==> config.mk <==
export PLATFORM = sky130hd
export DESIGN_NAME = menu_i2s_tx_flat
export DESIGN_NICKNAME = d
export VERILOG_FILES = /design/src/rtl/menu_audio_pkg.sv /design/src/rtl/menu_i2s_tx_if.sv /design/src/rtl/i2s_clkgen.sv /design/src/rtl/menu_i2s_tx.sv /design/src/flat_wrapper.sv
export SDC_FILE = /design/constraint.sdc
export NUM_CORES = 1
export LEC_CHECK = 0
export BUFFER_PORTS_ARGS = -buffer_cell sky130_fd_sc_hd__buf_2
export CORE_MARGIN = 8
export CORE_UTILIZATION = 51
export CTS_CLUSTER_DIAMETER = 120
export DETAILED_ROUTE_END_ITERATION = 10
export PLACE_DENSITY = 0.75
export SLEW_MARGIN = 40
export SYNTH_ARGS = -nofsm -noshare
export SYNTH_HDL_FRONTEND = slang
export SYNTH_SLANG_ARGS = --single-unit
==> constraint.sdc <==
create_clock -name clk_sys -period 2.4 [get_ports clk_sys]
set_clock_uncertainty 0.15 [all_clocks]
set_input_delay 0.24 -clock clk_sys [delete_from_list [all_inputs] [get_ports clk_sys]]
set_output_delay 0.24 -clock clk_sys [all_outputs]
set_load 0.01 [all_outputs]
==> src/rtl/menu_audio_pkg.sv <==
// Shared audio constants and types for the menu core's I2S DAC and ADC paths.
package menu_audio_pkg;

    localparam int unsigned AUDIO_W         = 16;
    // clk_sys cycles per BCK half-period for the 12 MHz system clock
    localparam int unsigned CLK_DIV_DEFAULT = 4;

    typedef struct packed {
        logic [AUDIO_W-1:0] left;
        logic [AUDIO_W-1:0] right;
    } audio_frame_t;

endpackage

==> src/rtl/menu_i2s_tx_if.sv <==
// Stereo PCM frame handshake between the audio source and the I2S serialiser.
interface menu_i2s_tx_if #(
    parameter int unsigned W = menu_audio_pkg::AUDIO_W
) ();

    logic         s_valid;
    logic         s_ready;
    logic [W-1:0] s_left;
    logic [W-1:0] s_right;

    modport master (output s_valid, output s_left, output s_right, input  s_ready);
    modport slave  (input  s_valid, input  s_left, input  s_right, output s_ready);

endinterface

==> src/rtl/i2s_clkgen.sv <==
// Bit-clock divider: registered BCK plus a same-cycle strobe marking each BCK falling edge.
module i2s_clkgen
    import menu_audio_pkg::*;
#(
    parameter int unsigned CLK_DIV = CLK_DIV_DEFAULT
) (
    input  logic clk_i,
    input  logic reset_i,
    input  logic en_i,
    output logic bck_o,
    output logic fall_c_o
);

    localparam int unsigned DIV_W = (CLK_DIV > 1) ? $clog2(CLK_DIV) : 1;

    logic [DIV_W-1:0] div_q;
    logic             bck_q;
    logic             tc_c;

    assign tc_c = (div_q == DIV_W'(CLK_DIV - 1));

    always_ff @(posedge clk_i) begin
        if (reset_i || !en_i) begin
            div_q <= '0;
            bck_q <= 1'b0;
        end else if (tc_c) begin
            div_q <= '0;
            bck_q <= ~bck_q;
        end else begin
            div_q <= div_q + DIV_W'(1);
        end
    end

    // Fall strobe masked while reset or en=0 clears the divider
    assign fall_c_o = tc_c & bck_q & en_i & ~reset_i;
    assign bck_o    = bck_q;

endmodule

==> src/rtl/menu_i2s_tx.sv <==
// Philips-format I2S transmitter: one-deep frame holding register, bit index counter and serial output.
module menu_i2s_tx
    import menu_audio_pkg::*;
#(
    parameter int unsigned W       = AUDIO_W,
    parameter int unsigned CLK_DIV = CLK_DIV_DEFAULT
) (
    input  logic           clk_sys,
    input  logic           reset,
    input  logic           en,
    menu_i2s_tx_if.slave   s,
    output logic           i2s_bck,
    output logic           i2s_lrck,
    output logic           i2s_data,
    output logic           underrun
);

    localparam int unsigned FRAME_W = 2 * W;
    localparam int unsigned KW      = $clog2(FRAME_W);

    logic               fall_c;
    logic               load_now_c;
    logic               accept_c;
    logic [KW-1:0]      k_q;
    logic [KW-1:0]      k_d;
    logic [KW-1:0]      sel_c;
    logic [FRAME_W-1:0] frame_q;
    logic [FRAME_W-1:0] hold_q;
    logic               hold_full_q;
    logic               lrck_q;
    logic               data_q;
    logic               underrun_q;

    i2s_clkgen #(.CLK_DIV(CLK_DIV)) u_clkgen (
        .clk_i    (clk_sys),
        .reset_i  (reset),
        .en_i     (en),
        .bck_o    (i2s_bck),
        .fall_c_o (fall_c)
    );

    // k_q holds the index that the next fall event will take
    assign load_now_c = fall_c & (k_q == '0);
    assign s.s_ready  = ~hold_full_q | load_now_c;
    assign accept_c   = s.s_valid & s.s_ready;
    assign k_d        = (k_q == KW'(FRAME_W - 1)) ? '0 : k_q + KW'(1);
    // Index 0 emits the previous frame's last bit: that is the one-BCK MSB delay
    assign sel_c      = (k_q == '0) ? '0 : KW'(FRAME_W) - k_q;

    always_ff @(posedge clk_sys) begin
        if (reset) begin
            k_q         <= '0;
            frame_q     <= '0;
            hold_q      <= '0;
            hold_full_q <= 1'b0;
            lrck_q      <= 1'b0;
            data_q      <= 1'b0;
            underrun_q  <= 1'b0;
        end else if (!en) begin
            k_q         <= '0;
            hold_full_q <= 1'b0;
            lrck_q      <= 1'b0;
            data_q      <= 1'b0;
            underrun_q  <= 1'b0;
        end else begin
            underrun_q <= load_now_c & ~hold_full_q;
            if (fall_c) begin
                k_q    <= k_d;
                lrck_q <= (k_q >= KW'(W));
                data_q <= frame_q[sel_c];
            end
            if (load_now_c && hold_full_q) begin
                frame_q <= hold_q;
            end
            if (accept_c) begin
                hold_q      <= {s.s_left, s.s_right};
                hold_full_q <= 1'b1;
            end else if (load_now_c) begin
                hold_full_q <= 1'b0;
            end
        end
    end

    assign i2s_lrck = lrck_q;
    assign i2s_data = data_q;
    assign underrun = underrun_q;

endmodule
==> src/flat_wrapper.sv <==
// flat-port wrapper written by rule: the top's interface ports become plain ports
module menu_i2s_tx_flat import menu_audio_pkg::*;
#(
    parameter int unsigned W       = AUDIO_W,
    parameter int unsigned CLK_DIV = CLK_DIV_DEFAULT
)
  (clk_sys, reset, en, i2s_bck, i2s_lrck, i2s_data, underrun, s_s_valid, s_s_left, s_s_right, s_s_ready);
  menu_i2s_tx_if #(.W(W)) s_i ();
  input  logic clk_sys;
  input  logic reset;
  input  logic en;
  output logic i2s_bck;
  output logic i2s_lrck;
  output logic i2s_data;
  output logic underrun;
  input wire logic [$bits(s_i.s_valid)-1:0] s_s_valid;
  input wire logic [$bits(s_i.s_left)-1:0] s_s_left;
  input wire logic [$bits(s_i.s_right)-1:0] s_s_right;
  output wire logic [$bits(s_i.s_ready)-1:0] s_s_ready;
  assign s_i.s_valid = s_s_valid;
  assign s_i.s_left = s_s_left;
  assign s_i.s_right = s_s_right;
  assign s_s_ready = s_i.s_ready;
  menu_i2s_tx #(.W(W), .CLK_DIV(CLK_DIV)) u_core (.clk_sys(clk_sys), .reset(reset), .en(en), .s(s_i), .i2s_bck(i2s_bck), .i2s_lrck(i2s_lrck), .i2s_data(i2s_data), .underrun(underrun));
endmodule
==> metrics, run 1 <==
Post-Synth Simple-Gate Area 21.88%; Adder-Cell Fraction of Synth Area 2.422%; WL/cell 12.61 um; Leakage 1.439 nW; Post-Synth XOR/XNOR Area 0.5652%; max-slew violation count 0; Max stage delay on crit path 310 ps; area growth from synthesis to layout 25.23%; final hold vios 0; FP Rows 28; status complete, no violations; nets 481; mapped cell area 0.003099 mm^2; Most used DFF post-synth dfxtp_1; Hold Path Class primary input to flop; CP Capture Type output port; Critical Path Start Type flop; grt ovf 0; Clk pin slew, worst setup/hold paths 70 ps; final antenna-violating net count 0; gpl congestion 0.7770; clock latency on the worst-skew pair 340 ps; commonest non-fill, non-tap cells in the layout nand2_1 (136), dfxtp_1 (76), a21oi_1 (72); drc violations 0; Buffers on Ports 40; Core ar. 0.005886 mm^2; die area 0.008828 mm^2; Tcrit/Tclk final 93.00%; Vias/cell 5.073; Chip Height 93.96 um; Final TNS setup 0 ps; via count 2,633; WP data arrival 1840 ps; CP most frequent cell nand2_1; CP Cell Sequence inv_1, ha_1, nor3b_1, ha_2, nand2_1, nand2_1, buf_2; Post-synth EDFFs 0; PnR Total Power 0.002373 W; Syn Nets 412; sequential area share after synthesis 49.09%; initial antenna violation count 1; clock buffer depth 2; TritonCTS buffer count 9; H-tree levels 3; Max VDD drop 0.4416 mV; first-pass GRT wire length 11,260 um; relative slew slack 57.30%; Pre-antenna DRT Iters 4; Synth Area in Compound Gates 13.97%; dpl hpwl 4223 um; Total GRT Usage 15.86%; Final Hold Slack 185.7 ps; slowest CP cell dfxtp_1; Syn Inst Count 370; Max-Cap Viols 0; Clock Sinks 76; share of cells above drive strength 1 18.51%; top-level I/O count 41; multiplexer share of the synthesized area 6.823%; fmax 448.0 MHz; largest family of logic cells by synthesized area simple AND/OR/NAND/NOR gates; pre-CTS setup slack 152.5 ps; Root Driver clkbuf_8; WP data required 2010 ps; final setup vio count 0; Bufs and invs on worst path 2; Tightest Pin Transition 640.4 ps; final worst setup slack 168.0 ps; Initial Util 52.66%; Yosys warnings 0; CP Class flop to output port; RSZ-0062 raised after global routing false; Synth cell types 37; Die W 93.96 um; commonest non-fill, non-tap cell in the layout nand2_1; CTS tree built; Power Density 611.5 mW/mm^2; final wirelength 6543 um; fin util 65.94%; largest delay contributor family on the critical path simple AND/OR/NAND/NOR gates; Avg Inst Size Synth 8.376 um^2; largest net degree at the start of global routing 65; Seq cells post-synth 76; Initial DRC Count 114; Final Critical Period 2232 ps; Post-synth ARST share 0%; Critical Path Fanout Max 6; vias in the first global route 2,537
cell usage after synthesis (2+ instances only):
| cell type | instances | area, um^2 |
|---|---|---|
| nor3_1 | 5 | 25.02 |
| nand4_1 | 2 | 12.51 |
| dfxtp_1 | 76 | 1521 |
| inv_1 | 4 | 15.01 |
| buf_6 | 4 | 45.04 |
| buf_2 | 6 | 30.03 |
| a21oi_1 | 73 | 365.4 |
| nor3b_1 | 2 | 15.01 |
| mux2i_1 | 2 | 20.02 |
| nand3_1 | 2 | 10.01 |
| nor2_1 | 7 | 26.28 |
| nand2_1 | 136 | 510.5 |
| ha_1 | 6 | 75.07 |
| mux4_2 | 8 | 180.2 |
| o21ai_0 | 2 | 10.01 |
| clkbuf_1 | 14 | 52.55 |
logic make-up after synthesis:
logic type               Yosys count
flip-flops                        76
XOR/XNOR                           2
buffers and inverters             30
AND/OR/NAND/NOR                  163
AO/OA/AOI/OAI                     82
multiplexers                      11
adder cells (fa/ha/maj)            6
power breakdown:
part	switching [W]	internal, W	leakage (nW)
registers	0.0000146	0.00129	0.616
logic	0.0000707	0.0000829	0.727
clock network	0.000447	0.000471	0.0959
total	0.000532	0.00184	1.44
through the flow:
step	cells	area (um^2)
final	519	3881
after global routing	519	3881
after CTS	517	3861
after detailed placement	470	3359
after global placement	470	3359
after floorplan	370	3099
flip-flops by register name (all words and copies together) (netlist names):
signal	cells
u_core.frame_q	32
u_core.hold_full_q	1
u_core.hold_q	32
u_core.i2s_data	1
u_core.i2s_lrck	1
u_core.k_q	5
u_core.u_clkgen.bck_o	1
u_core.u_clkgen.div_q	2
u_core.underrun	1
layer usage:
metal	GRT usage, %	part of all wire [%]	up-vias
li1	-	-	1370
met3	5.036	3.4	13
met5	0	0	-
met4	6.737	2.1	0
met2	26.95	49	40
met1	17.82	46	1210
worst register-to-register path: stages (launching register included):
cell and delay, ps:
dfxtp_1 310, inv_1 50, ha_1 160, nor3b_1 270, ha_2 300, nand2_1 170, a21o_1 220, buf_4 220
nand2_1 130, a21oi_1 70
area by class of cell:
type	instances	area, um^2
fill	503	2004
inverter	4	15.01
tap	75	93.84
multi-input combinational	264	1429
sequential	76	1521
clock inverter	5	53.80
timing repair buffer	84	638.1
antenna	1	2.502
clock buffer	10	127.6
timing repair:
item | 4_1_cts | 5_1_grt
resized for setup | 0 | 2
hold buffers | 32 | 1
endpoints found under the setup margin | 0 | 1
endpoints found under the hold margin | 32 | 1
setup buffers | 0 | 0
path summary, 6_finish.rpt:
path         slack [ps]                                 from  depth (start not counted)                                   to
min reg2reg         280  u_core.u_clkgen.div_q[0]$_SDFF_PP0_                          1  u_core.u_clkgen.div_q[0]$_SDFF_PP0_
max reg2reg         210           u_core.k_q[0]$_SDFFE_PP0P_                          9       u_core.hold_q[20]$_SDFFE_PP0P_
min                 190                                reset                          3   u_core.u_clkgen.bck_o$_SDFFE_PP0N_
max                 170           u_core.k_q[0]$_SDFFE_PP0P_                          7                            s_s_ready
Power figures use the tool's default switching activity.
==> run 2: changes to the inputs <==
--- a/config.mk
+++ b/config.mk
@@ -6,12 +6,15 @@
 export NUM_CORES = 1
 export LEC_CHECK = 0
 export BUFFER_PORTS_ARGS = -buffer_cell sky130_fd_sc_hd__buf_2
+export CORE_ASPECT_RATIO = 0.8
 export CORE_MARGIN = 8
 export CORE_UTILIZATION = 51
 export CTS_CLUSTER_DIAMETER = 120
+export CTS_CLUSTER_SIZE = 28
 export DETAILED_ROUTE_END_ITERATION = 10
-export PLACE_DENSITY = 0.75
+export PLACE_DENSITY = 0.74
 export SLEW_MARGIN = 40
 export SYNTH_ARGS = -nofsm -noshare
 export SYNTH_HDL_FRONTEND = slang
+export SYNTH_HIERARCHICAL = 1
 export SYNTH_SLANG_ARGS = --single-unit
==> run 2 against run 1 <==
  * Combinational power grew 4%
  * Global-route usage grew 1.2 points
  * Via count grew 9.1%
  * Routed wire length grew 15%
  * Total power shrank 1.7%
  * Design area grew 5.3%
==> metrics, run 2 <==
die area 0.009124 mm^2; H-tree levels 3; Max-Cap Viols 0; Initial Util 51.52%; nets 510; initial antenna violation count 0; Worst R2R Start u_core/k_q[1]$_SDFFE_PP0P_; clock buffer depth 2; Max VDD drop 0.4627 mV; Seq cells post-synth 76; grt ovf 0; Hold Path Class primary input to flop; share of cells above drive strength 1 19.03%; CP Class flop to flop; cell area after layout 0.004086 mm^2; Vias/cell 5.156; Core ar. 0.006246 mm^2; Synth cell types 43; fin util 65.42%; Die W 104.8 um; commonest non-fill, non-tap cells in the layout nand2_1 (138), dfxtp_1 (75), a21oi_1 (68); sequential area share after synthesis 47.28%; Clk pin slew, worst setup/hold paths 80 ps; dpl hpwl 4698 um; Placed Area 0.003543 mm^2; Top Registers u_core/frame_q: 32 flops, u_core/hold_q: 32 flops, u_core/k_q: 5 flops; diode count 0; top-level I/O count 41; Leakage 1.555 nW; Clock Sinks 76; final wirelength 7557 um; fmax 437.0 MHz; RSZ-0062 raised after global routing false; area share of the largest cell type after synthesis 47.28%; mapped cell area 0.003218 mm^2; Finished Layout Cells 557; gpl congestion 0.9331; area growth from synthesis to layout 26.98%; Power Density 570.9 mW/mm^2; max-slew violation count 0; relative slew slack 57.65%; CP Launch Point u_core/k_q[1]$_SDFFE_PP0P_; WP data arrival 2410 ps; commonest non-fill, non-tap cell in the layout nand2_1; Initial DRC Count 181; final antenna-violating net count 0; WP data required 2520 ps; Post-synth ARST share 0%; Yosys warnings 6; Tcrit/Tclk final 95.34%; Root Driver clkbuf_8; PnR Total Power 0.002333 W; CP Capture Type flop; status complete, no violations; Buffers on Ports 40; largest net degree at the start of global routing 65; CTS tree built; Syn Inst Count 394; Pre-antenna DRT Iters 5; Most used DFF post-synth dfxtp_1; TritonCTS buffer count 9; Placed Cells 505; Avg Inst Size Synth 8.168 um^2; Post-synth EDFFs 0; Final Critical Period 2288 ps; Critical Path Fanout Max 6; FP Rows 26; area leader, netlist dfxtp_1; Chip Height 87.05 um; drc violations 0; final setup vio count 0; final hold vios 0; Critical Path Start Type flop; Synth area leaders dfxtp_1 (47%), nand2_1 (16%), a21oi_1 (11%), mux4_1 (2.4%), ha_1 (2.3%); vias in the first global route 2,779; Syn Nets 436; Tightest Pin Transition 635.3 ps; Synth top cells by count nand2_1 (140), dfxtp_1 (76), a21oi_1 (68); first-pass GRT wire length 12,740 um; fill count 551; most common cell in the synthesized netlist nand2_1; WL/cell 13.57 um; clock latency on the worst-skew pair 360 ps; Hold Crit Start reset; via count 2,872; Total GRT Usage 17.08%
## run 2: changes by cell type after synthesis, moves of 4 or more
cell	delta
a21oi_1	-5
mux4_2	-7
nor2_1	+6
a211oi_1	+4
nand2_1	+4
nand2b_1	+7
## run 2: cells by family after synthesis
| kind of cell | synth area share (%) |
|---|---|
| buf+inv | 4.510 |
| compound gates | 15.82 |
| simple gates | 24.22 |
| flops | 47.28 |
| mux | 4.432 |
| xor+xnor | 1.400 |
| fa+ha+maj | 2.333 |
## run 2: area by class of cell
class                   instances  area, um^2  area share, %
clock buffers                   9       123.9          3.031
repair buffers                 89       675.6          16.53
flip-flops and latches         76        1525          37.32
well taps                      84       105.1          2.572
multi-input cells             288        1592          38.95
inverters                       4       15.01         0.3674
clock inverters                 7       50.05          1.225
## run 2: worst paths after layout
| check | to | slack [ps] | depth (start not counted) |
|---|---|---|---|
| min | u_core/u_clkgen/div_q[0]$_SDFF_PP0_ | 50 | 3 |
| min reg2reg | u_core/u_clkgen/div_q[0]$_SDFF_PP0_ | 280 | 1 |
| max reg2reg | u_core/i2s_data$_SDFFE_PP0P_ | 110 | 9 |
| max | u_core/i2s_data$_SDFFE_PP0P_ | 110 | 9 |
## run 2: report_power, final
| part | switching [W] | internal [W] |
|---|---|---|
| logic | 0.0000751 | 0.0000846 |
| registers | 0.0000141 | 0.00129 |
| clock network | 0.000491 | 0.000382 |
| total | 0.000581 | 0.00175 |
## run 2: per-layer routing
layer	up-vias	global-route usage, %	share of wire [%]
met3	6	6.213	5.3
li1	1463	-	-
met2	70	29.16	50
met1	1333	19.54	44
met5	-	0	0
met4	0	5.426	0.78
## run 2: what timing repair did
item,in CTS,in global routing
hold endpoints to repair,33,0
pin swaps,0,1
buffers inserted,0,3
resized for setup,1,2
hold buffers,33,0
endpoints found under the setup margin,1,5
## run 2: per-stage QoR
step | TNS, ps | setup WS (ps) | hold WS [ps]
floorplan | -500.8 | -16.70 | 207.4
global placement | 0 | 120.8 | 260.2
detailed placement | 0 | 22.22 | 273.8
CTS | 0 | 34.85 | 26.76
global route | 0 | 1.815 | 39.67
finish | 0 | 111.9 | 46.59
## run 2: critical path, cell delays in order (launching register included)
cell      delay, ps
dfxtp_1         310
inv_1           110
ha_4            190
nor3b_4         250
ha_4            210
and2b_1         240
mux4_1          220
mux2i_1          70
a41o_1          240
a211oi_1        200
==> run 3: changes to the inputs <==
--- a/config.mk
+++ b/config.mk
@@ -6,13 +6,15 @@
 export NUM_CORES = 1
 export LEC_CHECK = 0
 export BUFFER_PORTS_ARGS = -buffer_cell sky130_fd_sc_hd__buf_2
+export CELL_PAD_IN_SITES_DETAIL_PLACEMENT = 1
+export CELL_PAD_IN_SITES_GLOBAL_PLACEMENT = 2
 export CORE_ASPECT_RATIO = 0.8
 export CORE_MARGIN = 8
-export CORE_UTILIZATION = 51
+export CORE_UTILIZATION = 30
 export CTS_CLUSTER_DIAMETER = 120
 export CTS_CLUSTER_SIZE = 28
 export DETAILED_ROUTE_END_ITERATION = 10
-export PLACE_DENSITY = 0.74
+export PLACE_DENSITY_LB_ADDON = 0.1
 export SLEW_MARGIN = 40
 export SYNTH_ARGS = -nofsm -noshare
 export SYNTH_HDL_FRONTEND = slang
==> run 3 against run 2 <==
  * Critical path depth did not move
  * Non-clock buffer count unchanged
  * Clock power increased by 53%
  * Cell count increased by 10%
  * Sequential share of layout area shrank 1.6 points
  * Worst setup slack better by 27 ps
  * Sequential power hardly changed
  * First-iteration DRC count fell by 35%
  * Via count down 0.77%
  * Design area grew 4.6%
  * Largest cell class unchanged
  * Largest power group is now clock
==> metrics, run 3 (same netlist as run 2, synthesis figures left out) <==
status complete, no violations; Top Registers u_core/frame_q: 32 flops, u_core/hold_q: 32 flops, u_core/k_q: 5 flops; Initial Util 31.05%; Hold Path Class primary input to flop; final antenna-violating net count 0; vias in the first global route 2,822; Clock Sinks 76; grt ovf 0; final setup vio count 0; sequential power share 46.5%; Pre-antenna DRT Iters 4; commonest non-fill, non-tap cells in the layout nand2_1 (138), dfxtp_1 (75), a21oi_1 (68); Leakage 1.607 nW; Logic pwr share 5.7%; area growth from synthesis to layout 32.85%; Net Sw Frac 21.28%; Placed Cells 565; commonest non-fill, non-tap cell in the layout nand2_1; Critical Path Fanout Max 5; Final Critical Period 2261 ps; Switching Power 0.0005959 W; first-pass GRT wire length 14,370 um; Core ar. 0.01036 mm^2; Final TNS setup 0 ps; Chip Height 108.6 um; RSZ-0062 raised after global routing false; Finished Layout Cells 613; CP Capture Type flop; WL/cell 13.89 um; H-tree levels 3; Tcrit/Tclk final 94.20%; Critical Path Start Type flop; final hold vios 0; pre-CTS setup slack 20.64 ps; Tightest Pin Transition 700.5 ps; largest net degree at the start of global routing 65; fin util 41.25%; CTS tree built; share of cells above drive strength 1 18.60%; via count 2,850; diode count 0; Clk pin slew, worst setup/hold paths 60 ps; Clock power frac 47.8%; Power Density 655.0 mW/mm^2; final wirelength 8517 um; Initial DRC Count 118; Die W 131.8 um; Pint 0.002204 W; top-level I/O count 41; Final Hold Slack 15.22 ps; max-slew violation count 0; Root Driver clkbuf_16; clock latency on the worst-skew pair 330 ps; WP data arrival 2360 ps; WP data required 2500 ps; nets 510; Max VDD drop 0.3505 mV; final worst setup slack 139.3 ps; Buffers on Ports 40; Total GRT Usage 12.33%; dpl hpwl 5970 um; clock buffer depth 2; Max-Cap Viols 0; gpl congestion 0.7972; fmax 442.3 MHz; TritonCTS buffer count 9; initial antenna violation count 0; Setup Fix Bufs, Post-CTS 0; drc violations 0; FP Rows 33; relative slew slack 53.30%; Vias/cell 4.649; die area 0.01432 mm^2; CP Class flop to flop
-- run 3: area by class of cell --
cell class,count,area [um^2]
Inverter,4,15.01
Timing Repair Buffer,89,673.1
Multi-Input combinational cell,288,1592
Sequential cell,76,1525
Clock inverter,4,48.80
Fill cell,1226,6088
Tap cell,140,175.2
Clock buffer,12,246.5
-- run 3: stage by stage --
stage          cell area (um^2)  power, W
6_report                   4275  0.002800
5_1_grt                    4275  0.002932
2_1_floorplan              3249  0.001392
4_1_cts                    4259  0.002864
3_5_place_dp               3643  0.001455
3_3_place_gp               3643  0.001451
-- run 3: metal layers --
layer  track usage, %  vias to the layer above  part of all wire [%]
met2            19.36                       43                    43
met3            3.722                        7                   3.3
li1                 -                     1470                     -
met5                0                        -                     0
met1            16.13                     1330                    53
met4            3.679                        0                  0.94
-- run 3: final timing paths --
path                                    endpoint  cells past startpoint  slack, ps                                 from
max                 u_core/i2s_data$_SDFFE_PP0P_                      9        140           u_core/k_q[0]$_SDFFE_PP0P_
min                u_core/hold_q[7]$_SDFFE_PP0P_                      3         20                         s_s_right[7]
max reg2reg         u_core/i2s_data$_SDFFE_PP0P_                      9        140           u_core/k_q[0]$_SDFFE_PP0P_
min reg2reg  u_core/u_clkgen/div_q[0]$_SDFF_PP0_                      1        280  u_core/u_clkgen/div_q[0]$_SDFF_PP0_
-- run 3: critical path, stage by stage (launching register included) --
cell      delay [ps]
dfxtp_4          330
inv_1            130
ha_4             150
nor3b_4          250
ha_4             220
and2b_1          230
mux4_1           230
mux2i_1           80
a41o_1           230
a211oi_1         180
-- run 3: power groups by stage --
stage                     Clock, W  Combinational, W  Sequential (W)
after floorplan                  0         0.0000668         0.00133
after global placement           0          0.000122         0.00133
after detailed placement         0          0.000125         0.00133
after CTS                  0.00140          0.000165         0.00130
after global routing       0.00145          0.000180         0.00131
final                      0.00134          0.000160         0.00130
-- run 3: what timing repair did --
action                                 4_1_cts  5_1_grt
hold buffers                                32        0
endpoints found under the hold margin       32        0
setup endpoints to repair                    0        3
gates resized for setup                      0        2
